[src/rtl/safe_pkg.sv]
// ---------------------------------------------------------------------------
// safe_pkg
// Shared definitions for the safe lock controller: the FSM state enum, the
// LCD message codes, the BCD digit width, the timeout counter width and a
// small BCD increment helper.
// ---------------------------------------------------------------------------
package safe_pkg;

  // Controller states
  typedef enum logic [2:0] {
    LOCKED,
    ENTRY,
    CHECK,
    UNLOCKED,
    LOCKOUT
  } state_t;

  // LCD message codes
  localparam logic [2:0] MSG_LOCKED    = 3'd0;
  localparam logic [2:0] MSG_ENTER     = 3'd1;
  localparam logic [2:0] MSG_OPENED    = 3'd2;
  localparam logic [2:0] MSG_WRONG     = 3'd3;
  localparam logic [2:0] MSG_LOCKOUT   = 3'd4;
  localparam logic [2:0] MSG_DOOR_OPEN = 3'd5;

  // One BCD digit
  localparam int DIGIT_W = 4;

  // Width of every timeout down-counter
  localparam int TIMER_W = 16;

  // BCD increment that wraps 9 back to 0
  function automatic logic [DIGIT_W-1:0] bcdInc(input logic [DIGIT_W-1:0] v);
    return (v == 4'd9) ? '0 : v + 1'b1;
  endfunction

endpackage

[src/rtl/safe_tick_gen.sv]
// ---------------------------------------------------------------------------
// safe_tick_gen
// Prescaler (DIV clocks per tick) feeding a loadable down-counter. While
// load is high the prescaler restarts and the counter holds loadVal. Once
// load drops, the counter steps down once per tick. done pulses on the tick
// taken while the counter is already 0, so loading N-1 makes done fire on
// exactly the N-th tick after load is released.
//
// Ports:
//   clk     in   system clock
//   reset   in   synchronous active-high reset
//   load    in   hold the timer at its start value
//   loadVal in   start value (ticks - 1)
//   done    out  one-cycle pulse when the timeout expires
// ---------------------------------------------------------------------------
module safe_tick_gen
  import safe_pkg::*;
#(
  parameter int DIV = 1
) (
  input  logic               clk,
  input  logic               reset,
  input  logic               load,
  input  logic [TIMER_W-1:0] loadVal,
  output logic               done
);

  localparam int PW = (DIV > 1) ? $clog2(DIV) : 1;

  logic [PW-1:0]      pre;
  logic [TIMER_W-1:0] cnt;
  logic               tick;

  assign tick = (pre == PW'(DIV - 1));

  // Prescaler and down-counter. Load restarts both so a timeout always
  // measures whole ticks from the moment load was released.
  always_ff @(posedge clk) begin
    if (reset) begin
      pre <= '0;
      cnt <= '0;
    end else if (load) begin
      pre <= '0;
      cnt <= loadVal;
    end else begin
      pre <= tick ? '0 : pre + 1'b1;
      if (tick && (cnt != '0)) begin
        cnt <= cnt - 1'b1;
      end
    end
  end

  assign done = tick && (cnt == '0) && !load;

endmodule

[src/rtl/safe_lock_ctrl.sv]
// ---------------------------------------------------------------------------
// safe_lock_ctrl
// Central sequencer of the safe: bolt drive, code entry, wrong-code counting
// with lockout and the single-entry LCD message channel.
//
// Optional feature macro: SAFE_AUTO_RELOCK_EN. When defined, the block
// relocks by itself once the door has stayed closed for RELOCK_TICKS ticks
// while unlocked.
//
// Ports:
//   clk, reset         clock and synchronous active-high reset
//   a, b               digit increment / digit confirm keys (levels)
//   open, lock         start entry / lock requests (levels)
//   doorCls            door closed sensor, 1 = closed
//   actuateLock        bolt drive, 1 = locked
//   openCls            1 while unlocked
//   digit_idx          index of the digit being entered
//   digit_val          current BCD digit value
//   msg_valid, msg_id  pending LCD message and its code
//   msg_ready          LCD driver accepts the pending message
// ---------------------------------------------------------------------------
module safe_lock_ctrl
  import safe_pkg::*;
#(
  parameter int                            div           = 1,
  parameter int                            CODE_LEN      = 4,
  parameter logic [CODE_LEN*DIGIT_W-1:0]   CODE          = 16'h1234,
  parameter int                            MAX_TRIES     = 3,
  parameter int                            LOCKOUT_TICKS = 1000,
  parameter int                            ENTRY_TICKS   = 500
`ifdef SAFE_AUTO_RELOCK_EN
  ,
  parameter int                            RELOCK_TICKS  = 200
`endif
) (
  input  logic               clk,
  input  logic               reset,
  input  logic               a,
  input  logic               b,
  input  logic               open,
  input  logic               lock,
  input  logic               doorCls,
  output logic               actuateLock,
  output logic               openCls,
  output logic [1:0]         digit_idx,
  output logic [DIGIT_W-1:0] digit_val,
  output logic               msg_valid,
  output logic [2:0]         msg_id,
  input  logic               msg_ready
);

  localparam int CW = CODE_LEN * DIGIT_W;
  localparam int FW = $clog2(MAX_TRIES + 1);

  state_t        state;
  logic [CW-1:0] entryCode;
  logic [FW-1:0] fail;

  logic aPrev, bPrev, openPrev, lockPrev;
  logic aRise, bRise, openRise, lockRise;
  logic entryLoad, entryDone;
  logic lockoutLoad, lockoutDone;
  logic relockDone;

  // One register per key so each level input produces a single-cycle
  // rising-edge strobe.
  always_ff @(posedge clk) begin
    if (reset) begin
      aPrev    <= 1'b0;
      bPrev    <= 1'b0;
      openPrev <= 1'b0;
      lockPrev <= 1'b0;
    end else begin
      aPrev    <= a;
      bPrev    <= b;
      openPrev <= open;
      lockPrev <= lock;
    end
  end

  assign aRise    = a    & ~aPrev;
  assign bRise    = b    & ~bPrev;
  assign openRise = open & ~openPrev;
  assign lockRise = lock & ~lockPrev;

  // Each timer is held loaded while its state is inactive, so it starts
  // fresh on every state entry. The entry timer also restarts on any key
  // activity that counts as progress.
  assign entryLoad   = (state != ENTRY) | aRise | bRise | openRise;
  assign lockoutLoad = (state != LOCKOUT);

  safe_tick_gen #(.DIV(div)) entryTimer (
    .clk    (clk),
    .reset  (reset),
    .load   (entryLoad),
    .loadVal(TIMER_W'(ENTRY_TICKS - 1)),
    .done   (entryDone)
  );

  safe_tick_gen #(.DIV(div)) lockoutTimer (
    .clk    (clk),
    .reset  (reset),
    .load   (lockoutLoad),
    .loadVal(TIMER_W'(LOCKOUT_TICKS - 1)),
    .done   (lockoutDone)
  );

`ifdef SAFE_AUTO_RELOCK_EN
  logic relockLoad;

  // An open door keeps the relock timer restarting, so it only expires
  // after the door has been closed for the full period.
  assign relockLoad = (state != UNLOCKED) | ~doorCls;

  safe_tick_gen #(.DIV(div)) relockTimer (
    .clk    (clk),
    .reset  (reset),
    .load   (relockLoad),
    .loadVal(TIMER_W'(RELOCK_TICKS - 1)),
    .done   (relockDone)
  );
`else
  assign relockDone = 1'b0;
`endif

  // Main sequencer with registered outputs. The message channel is cleared
  // first on msg_ready and any post further down overrides that, so a post
  // in the accept cycle leaves the new message pending.
  always_ff @(posedge clk) begin
    if (reset) begin
      state       <= LOCKED;
      actuateLock <= 1'b1;
      openCls     <= 1'b0;
      digit_idx   <= '0;
      digit_val   <= '0;
      entryCode   <= '0;
      fail        <= '0;
      msg_valid   <= 1'b1;
      msg_id      <= MSG_LOCKED;
    end else begin
      if (msg_ready) begin
        msg_valid <= 1'b0;
      end
      case (state)
        LOCKED: begin
          if (openRise) begin
            state     <= ENTRY;
            digit_idx <= '0;
            digit_val <= '0;
            entryCode <= '0;
            msg_valid <= 1'b1;
            msg_id    <= MSG_ENTER;
          end
        end
        ENTRY: begin
          if (openRise) begin
            digit_idx <= '0;
            digit_val <= '0;
            entryCode <= '0;
          end else if (bRise) begin
            // b has priority over a simultaneous a edge
            entryCode <= {entryCode[CW-DIGIT_W-1:0], digit_val};
            digit_idx <= digit_idx + 1'b1;
            digit_val <= '0;
            if (digit_idx == 2'(CODE_LEN - 1)) begin
              state <= CHECK;
            end
          end else if (aRise) begin
            digit_val <= bcdInc(digit_val);
          end else if (entryDone) begin
            state     <= LOCKED;
            msg_valid <= 1'b1;
            msg_id    <= MSG_LOCKED;
          end
        end
        CHECK: begin
          msg_valid <= 1'b1;
          if (entryCode == CODE) begin
            state       <= UNLOCKED;
            actuateLock <= 1'b0;
            openCls     <= 1'b1;
            fail        <= '0;
            msg_id      <= MSG_OPENED;
          end else if (fail == FW'(MAX_TRIES - 1)) begin
            state  <= LOCKOUT;
            fail   <= fail + 1'b1;
            msg_id <= MSG_LOCKOUT;
          end else begin
            state  <= LOCKED;
            fail   <= fail + 1'b1;
            msg_id <= MSG_WRONG;
          end
        end
        LOCKOUT: begin
          if (lockoutDone) begin
            state     <= LOCKED;
            fail      <= '0;
            msg_valid <= 1'b1;
            msg_id    <= MSG_LOCKED;
          end
        end
        UNLOCKED: begin
          if (lockRise || relockDone) begin
            msg_valid <= 1'b1;
            if (doorCls) begin
              state       <= LOCKED;
              actuateLock <= 1'b1;
              openCls     <= 1'b0;
              msg_id      <= MSG_LOCKED;
            end else begin
              msg_id <= MSG_DOOR_OPEN;
            end
          end
        end
        default: begin
          state <= LOCKED;
        end
      endcase
    end
  end

endmodule

[config.mk]
export PLATFORM = sky130hd
export DESIGN_NAME = safe_lock_ctrl
export DESIGN_NICKNAME = d
export VERILOG_FILES = /design/src/rtl/safe_pkg.sv /design/src/rtl/safe_tick_gen.sv /design/src/rtl/safe_lock_ctrl.sv
export SDC_FILE = /design/constraint.sdc
export NUM_CORES = 1
export LEC_CHECK = 0
export CELL_PAD_IN_SITES_DETAIL_PLACEMENT = 1
export CELL_PAD_IN_SITES_GLOBAL_PLACEMENT = 2
export CORE_MARGIN = 8
export CORE_UTILIZATION = 41
export DETAILED_ROUTE_END_ITERATION = 7
export DONT_BUFFER_PORTS = 1
export GPL_TIMING_DRIVEN = 1
export HOLD_SLACK_MARGIN = 0.05
export PLACE_DENSITY_LB_ADDON = 0.1
export SYNTH_ARGS = -nofsm -noshare
export SYNTH_HDL_FRONTEND = slang
export SYNTH_SLANG_ARGS = --single-unit
[constraint.sdc]
create_clock -name clk -period 3.6 [get_ports clk]
set_input_delay 1.08 -clock clk [delete_from_list [all_inputs] [get_ports clk]]
set_output_delay 1.08 -clock clk [all_outputs]
set_load 0.01 [all_outputs]
==> results.md, run 1 <==
- Outcome: finished clean
- Die area: 0.0113 mm²
- CP max FO: 6
- Avg Synthesized Cell Area: roughly 8.5 µm²
- Filler cell count: 997
- Met3 wire length: 298 µm
- Top FF cell, synth: dfxtp_1
- Root Buffer: clkbuf_8
- Distinct cells, synth: 58
- Initial core utilization: 0.414
- Total track usage: 0.150
- Routability cong.: approximately 0.76
- I/O Pins: 20
- Fmax achieved: roughly 0.38 GHz
- Synth Cell Area: about 0.0033 mm²
- CP max-delay cell: or4_1
- Number of synthesis warnings: 0
- Final setup vio count: 0
- I/O Buffers: 0
- Startpoint Class: register
- Final Non-Filler Cells: ~500
- Worst Hold Depth: 2
- DR pass1 iterations: 4
- N_diodes: 0
- Die width: between 100 and 150 µm
- Register area: 0.00142 mm²
- Arr. time, crit path: roughly 2.9 ns
- Register-to-Register Path Depth: 8
- DRT iter0 DRCs: 70
- CP Capture Type: register
- CP cell instances: inv_1 -> ha_1 -> or4b_1 -> or4_1 -> nor4_4 -> o21ai_2 -> or3_1 -> a21oi_1
- Max Used Layer: met4
- Vias per cell: around 5.5
- Setup Buffers After CTS: 0
- Fin nets: 410
- CTS max path bufs: 2
- Sequential share of the synthesized area: 0.426
- First-pass GRT wire length: between 10 and 15 mm
- Post-cts sizing count: 0
- Total grt overflow: 0
- CP Class: register to register
- H-tree Lvls: 3
- Ys async rst share: 0
- Worst hold path class: register to register
- Vias: around 2800
- Layout cells sized above 1: 0.0752
- Hold Buf Count CTS: 0
- CTS tree: yes
- Power per cell area: 465 mW/mm²
- Clock slew at reported path FFs: roughly 0.080 ns
- Slew @ Worst Pin: 0.585 ns
- #FFs+latches synth: 71
- Routed WL: between 8 and 9 mm
- ANT nets after route: 0
- Vias in the first global route: about 2800
- Sum Neg Setup Slack: 0 ns
- Slew Viols, Final: 0
- Clk_skew: about 0.011 ns
- Dpl hpwl: between 5 and 6 mm
- Initial antenna violation count: 0
- Placed Instances: 488
- Sink Count: 71
- Tmin final: around 2.7 ns
- Synth-to-layout area growth: 8.56%
- Synth Instances: 393
- Clock buffer count from CTS: 9
- Hold Vio Cnt, Final: 0
- Row count: 33
- Worst IR Drop VDD: between 150 and 200 µV
- Met2 WL post-DR: between 3 and 4 mm
- M1 wire length: 3.95 mm
- Largest net degree at the start of global routing: 48
- DRC Markers: 0
- Max-slew headroom at the worst pin: 0.605
- Final Cycle Share: 0.741
- Multi-input logic area: 0.00177 mm²
- Core area: around 0.0081 mm²
- Die Height: 106 µm
- CP required: slightly below 4 ns
- Worst stage delay on the critical path: ~0.66 ns
- Clock Latency Late Sink: 0.34 ns
- Leakage: 1.26 nW
- EDFF count, synth: 0
- Max Cap Violations: 0
- RSZ-0062 raised after global routing: no
- Per-cell routed wire length: about 16 µm
## area by class of cell
class / instances / share of cell area
inverters: 13 / 0.0135
well taps: 105 / 0.0363
clock buffers: 13 / 0.0467
repair buffers: 5 / 0.0104
multi-input cells: 294 / 0.489
flip-flops and latches: 71 / 0.393
clock inverters: 3 / 0.0111
## cell families (layout without fill, tap and decap cells)
kind of cell,after synthesis,count (layout),share of synthesized area
AND/OR/NAND/NOR,167,167,0.266
AO/OA/AOI/OAI,85,85,0.146
flip-flops,71,71,0.426
buffers and inverters,29,34,0.0435
XOR/XNOR,27,27,0.0709
adder cells (fa/ha/maj),8,8,0.0300
multiplexers,5,5,0.0154
other,1,2,0.00113
## placed cells by master, fill, tap and decap left out, drive strengths merged, types with 2 or more instances in the layout
cell type / instances
buf: 5
nor2b: 10
o21ai: 15
xor2: 14
xnor2: 13
mux2i: 4
nor2: 41
nand2: 34
dfxtp: 71
a211oi: 2
o211ai: 3
conb: 2
clkbuf: 13
or4b: 2
o31ai: 2
nand4: 8
or4: 7
a21oi: 46
or3: 9
clkinv: 3
a21boi: 2
a31oi: 7
nor4b: 4
nand3: 26
or2b: 2
nor4bb: 2
ha: 8
nand2b: 2
nor4: 7
inv: 12
nor3: 8
## where the power goes
part	switching [mW]	internal, mW
Clock	0.283	0.375
Sequential	0.0290	0.811
Combinational	0.117	0.0664
Total	0.429	1.25
## sequential cells by signal, indices dropped and copies added (netlist names), 2 cells and up
| name | count |
|---|---|
| entryCode | 16 |
| entryTimer.cnt | 16 |
| lockoutTimer.cnt | 16 |
| digit_val | 4 |
| msg_id | 3 |
| state | 3 |
| digit_idx | 2 |
| fail | 2 |
## cell usage after synthesis (3+ instances only)
library cell	number	share of area
a21oi_1	46	0.069
a31oi_1	7	0.013
buf_6	3	0.010
clkbuf_1	8	0.0090
dfxtp_1	71	0.43
ha_1	8	0.030
inv_1	12	0.014
mux2i_1	4	0.012
nand2_1	34	0.038
nand3_1	26	0.039
nand4_1	8	0.015
nor2_1	41	0.046
nor2b_1	10	0.019
nor3_1	7	0.011
nor4_1	5	0.0094
nor4b_1	4	0.011
o211ai_1	3	0.0068
o21ai_0	13	0.020
or3_1	9	0.017
or4_1	6	0.014
xnor2_1	13	0.034
xor2_1	14	0.037
## metal layers
metal	up-vias	global-route usage
met2	31	0.234
li1	1389	-
met5	-	0
met3	11	0.0417
met4	0	0.0543
met1	1356	0.194
## through the flow
step	util	setup WS (ns)	area [µm²]	power, mW	hold WS, ns
3_5_place_dp	0.423	0.892	3410	1.04	0.437
5_1_grt	0.449	0.679	3620	1.77	0.467
2_1_floorplan	-	1.16	3340	1.00	0.427
3_3_place_gp	0.423	0.917	3410	1.04	0.430
4_1_cts	0.449	0.910	3620	1.71	0.448
6_report	0.449	0.934	3620	1.68	0.449
## worst max-delay path: cells and delay by family, from the launching register on
kind | cells | cell delay (ns)
flip-flops | 1 | 0.33
AO/OA/AOI/OAI | 2 | 0.26
AND/OR/NAND/NOR | 4 | 1.78
adder cells (fa/ha/maj) | 1 | 0.15
buffers and inverters | 1 | 0.08
## worst paths after layout
check	from	end	slack, ns
worst max-delay path	entryTimer.cnt[0]	state[1]	0.93
worst min-delay path	entryCode[12]	entryCode[12]	0.45
worst max register to register	entryTimer.cnt[0]	state[1]	0.93
worst min register to register	entryCode[12]	entryCode[12]	0.45
(Power assumes the default switching activity.)
==> run 2: changes to the inputs <==
--- a/config.mk
+++ b/config.mk
@@ -8,7 +8,7 @@
 export CELL_PAD_IN_SITES_DETAIL_PLACEMENT = 1
 export CELL_PAD_IN_SITES_GLOBAL_PLACEMENT = 2
 export CORE_MARGIN = 8
-export CORE_UTILIZATION = 41
+export CORE_UTILIZATION = 35
 export DETAILED_ROUTE_END_ITERATION = 7
 export DONT_BUFFER_PORTS = 1
 export GPL_TIMING_DRIVEN = 1
==> constraint.sdc (replaced) <==
create_clock -name clk -period 2.15 [get_ports clk]
set_input_delay 0.645 -clock clk [delete_from_list [all_inputs] [get_ports clk]]
set_output_delay 0.645 -clock clk [all_outputs]
set_load 0.01 [all_outputs]
==> results.md, run 2 (synthesized netlist as in run 1, its figures left out) <==
- Most frequent cells in the layout: dfxtp_1 (67), buf_4 (57), a21oi_1 (43), nor2_1 (38), nand2_1 (33) (was dfxtp_1 (71), a21oi_1 (46), nor2_1 (41), nand2_1 (34), nand3_1 (26))
- CP required: 2.42 ns (was 3.88 ns)
- Die width: 114 µm (was 106 µm)
- Row count: 35 (was 33)
- Die area: 0.0129 mm² (was 0.0113 mm²)
- Failing checks: setup timing
- CP max-delay cell: or4_4 (was or4_1)
- Worst stage delay on the critical path: 0.56 ns (was 0.66 ns)
- Sink Count: 71 (unchanged)
- Root Buffer: clkbuf_8 (unchanged)
- Logic pwr share: 0.135 (was 0.109)
- Vias in the first global route: 3158 (was 2770)
- CP top delay family: simple AND/OR/NAND/NOR gates (unchanged)
- Fin nets: 469 (was 410)
- Clock Latency Late Sink: 0.34 ns (about the same)
- Flop pwr share: 0.445 (was 0.499)
- CP Class: register to register (unchanged)
- Slew Viols, Final: 0 (unchanged)
- Outcome: finished, violations left (was finished clean)
- Core area: 0.00924 mm² (was 0.00805 mm²)
- Clock buffer count from CTS: 9 (unchanged)
- N_diodes: 0 (unchanged)
- Sw Ratio: 0.256 (was 0.255)
- Tot Pwr: 3.16 mW (was 1.68 mW)
- Routed WL: 9.54 mm (was 8.12 mm)
- Total track usage: 0.150 (about the same)
- RSZ-0062 raised after global routing: yes (was no)
- Vias per cell: 5.11 (was 5.53)
- Startpoint Class: register (unchanged)
- Register-to-Register Path Depth: 8 (unchanged)
- First-pass GRT wire length: 15.7 mm (was 13.9 mm)
- Tmin final: 2.44 ns (was 2.67 ns)
- Worst path depth: 8 (unchanged)
- Arr. time, crit path: 2.71 ns (was 2.94 ns)
- Routability cong.: 0.787 (was 0.760)
- CTS max path bufs: 2 (unchanged)
- Min-delay src: reset (was entryCode[12])
- Commonest non-fill, non-tap cell in the layout: dfxtp_1 (unchanged)
- P_sw: 0.811 mW (was 0.429 mW)
- Final Cycle Share: 1.13 (was 0.741)
- Clock power share: 0.420 (was 0.392)
- Total grt overflow: 0 (unchanged)
- Crit path launch: entryTimer.cnt[0] (unchanged)
- Dpl hpwl: 6.52 mm (was 5.78 mm)
- CP Capture Type: register (unchanged)
- Dpl ws: -0.251 ns (was 0.892 ns)
- Max Cap Violations: 0 (unchanged)
- Per-cell routed wire length: 16.2 µm (was 16.1 µm)
- Initial core utilization: 0.361 (was 0.414)
- Initial antenna violation count: 0 (unchanged)
- DRC Markers: 0 (unchanged)
- ANT nets after route: 0 (unchanged)
- I/O Buffers: 0 (unchanged)
- CTS tree: yes (unchanged)
- Worst hold path class: primary input to register (was register to register)
- CP max FO: 2 (was 6)
- Fmax achieved: 0.410 GHz (was 0.375 GHz)
- Final worst slack: -0.287 ns (was 0.934 ns)
- DRT iter0 DRCs: 139 (was 70)
- Hold Buf Count CTS: 0 (unchanged)
- Largest net degree at the start of global routing: 48 (unchanged)
- Int Pwr: 2.35 mW (was 1.25 mW)
- Hold Vio Cnt, Final: 0 (unchanged)
- Max-slew headroom at the worst pin: 0.545 (was 0.605)
- Worst IR Drop VDD: 310 µV (was 162 µV)
- Largest regs: entryCode x16, entryTimer.cnt x16, lockoutTimer.cnt x16 (unchanged)
- Worst reg2reg startpoint: entryTimer.cnt[0] (unchanged)
- Power per cell area: 724 mW/mm² (was 465 mW/mm²)
- Slew @ Worst Pin: 0.681 ns (was 0.585 ns)
- Clock slew at reported path FFs: 0.08 ns (about the same)
- Worst Hold Depth: 1 (was 2)
- Vias: 3002 (was 2787)
- WP buf/inv: 1 (unchanged)
- CP cell instances: inv_2 -> ha_4 -> or4b_4 -> or4_4 -> nor4_4 -> o21ai_2 -> or3_1 -> a21oi_2 (was inv_1 -> ha_1 -> or4b_1 -> or4_1 -> nor4_4 -> o21ai_2 -> or3_1 -> a21oi_1)
- I/O Pins: 20 (unchanged)
- Die Height: 114 µm (was 106 µm)
- DR pass1 iterations: 4 (unchanged)
- Layout cells sized above 1: 0.273 (was 0.0752)
- H-tree Lvls: 3 (unchanged)
- Clk_skew: 0.0104 ns (was 0.0107 ns)
- Leakage: 1.62 nW (was 1.26 nW)
- Final setup vio count: 24 (was 0)
- Synth-to-layout area growth: 30.9% (was 8.56%)
-- run 2: cell types whose count changed in the layout (fill, tap and decap cells not counted), sizes merged --
| cell | previous run | this run |
|---|---|---|
| bufinv | 1 | 3 |
| clkinvlp | 0 | 1 |
| buf | 5 | 64 |
| clkbuf | 13 | 10 |
-- run 2: power by group through the flow --
stage	Combinational [mW]	Clock [mW]	Sequential (mW)
global route	0.469	1.42	1.41
CTS	0.403	1.37	1.41
finish	0.427	1.33	1.41
detailed placement	0.379	0	1.44
global placement	0.372	0	1.44
floorplan	0.265	0	1.42
-- run 2: layer usage --
| layer | track usage | part of all wire |
|---|---|---|
| met1 | 0.172 | 0.45 |
| met2 | 0.269 | 0.52 |
| met3 | 0.0365 | 0.026 |
| met4 | 0.0409 | 0.011 |
| met5 | 0 | 0 |
-- run 2: metrics by stage --
stage                     setup TNS [ns]  instances  utilization  hold slack [ns]  instance area (µm²)
after global routing               -6.01        587        0.472            0.344                 4360
after global placement             -1.07        555        0.413            0.436                 3810
after CTS                          -2.75        579        0.450            0.346                 4160
final                              -3.82        587        0.472            0.362                 4360
after floorplan                   -0.932        394            -            0.427                 3390
after detailed placement           -2.03        555        0.413            0.444                 3810
-- run 2: worst paths after layout --
check | to | slack (ns)
worst min-delay path | lockPrev | 0.36
worst min register to register | entryCode[15] | 0.45
worst max register to register | state[1] | -0.29
worst max-delay path | state[1] | -0.29
-- run 2: cell type report --
cell class | instances | area [µm²]
fillers | 1085 | 4880
multi-input cells | 294 | 1970
flip-flops and latches | 71 | 1430
repair buffers | 64 | 515
well taps | 129 | 161
clock buffers | 10 | 138
clock inverters | 6 | 108
inverters | 13 | 48.8
-- run 2: what timing repair did --
item / CTS / global route
gates resized for setup: 12 / 31
setup endpoints to repair: 24 / 48
pin swaps: 8 / 14
buffers inserted: 8 / 9
==> run 3: changes to the inputs <==
--- a/config.mk
+++ b/config.mk
@@ -9,6 +9,7 @@
 export CELL_PAD_IN_SITES_GLOBAL_PLACEMENT = 2
 export CORE_MARGIN = 8
 export CORE_UTILIZATION = 35
+export CTS_CLUSTER_DIAMETER = 120
 export DETAILED_ROUTE_END_ITERATION = 7
 export DONT_BUFFER_PORTS = 1
 export GPL_TIMING_DRIVEN = 1
==> results of run 3 <==
No change in the layout: final DEF, timing and power equal those of run 2.
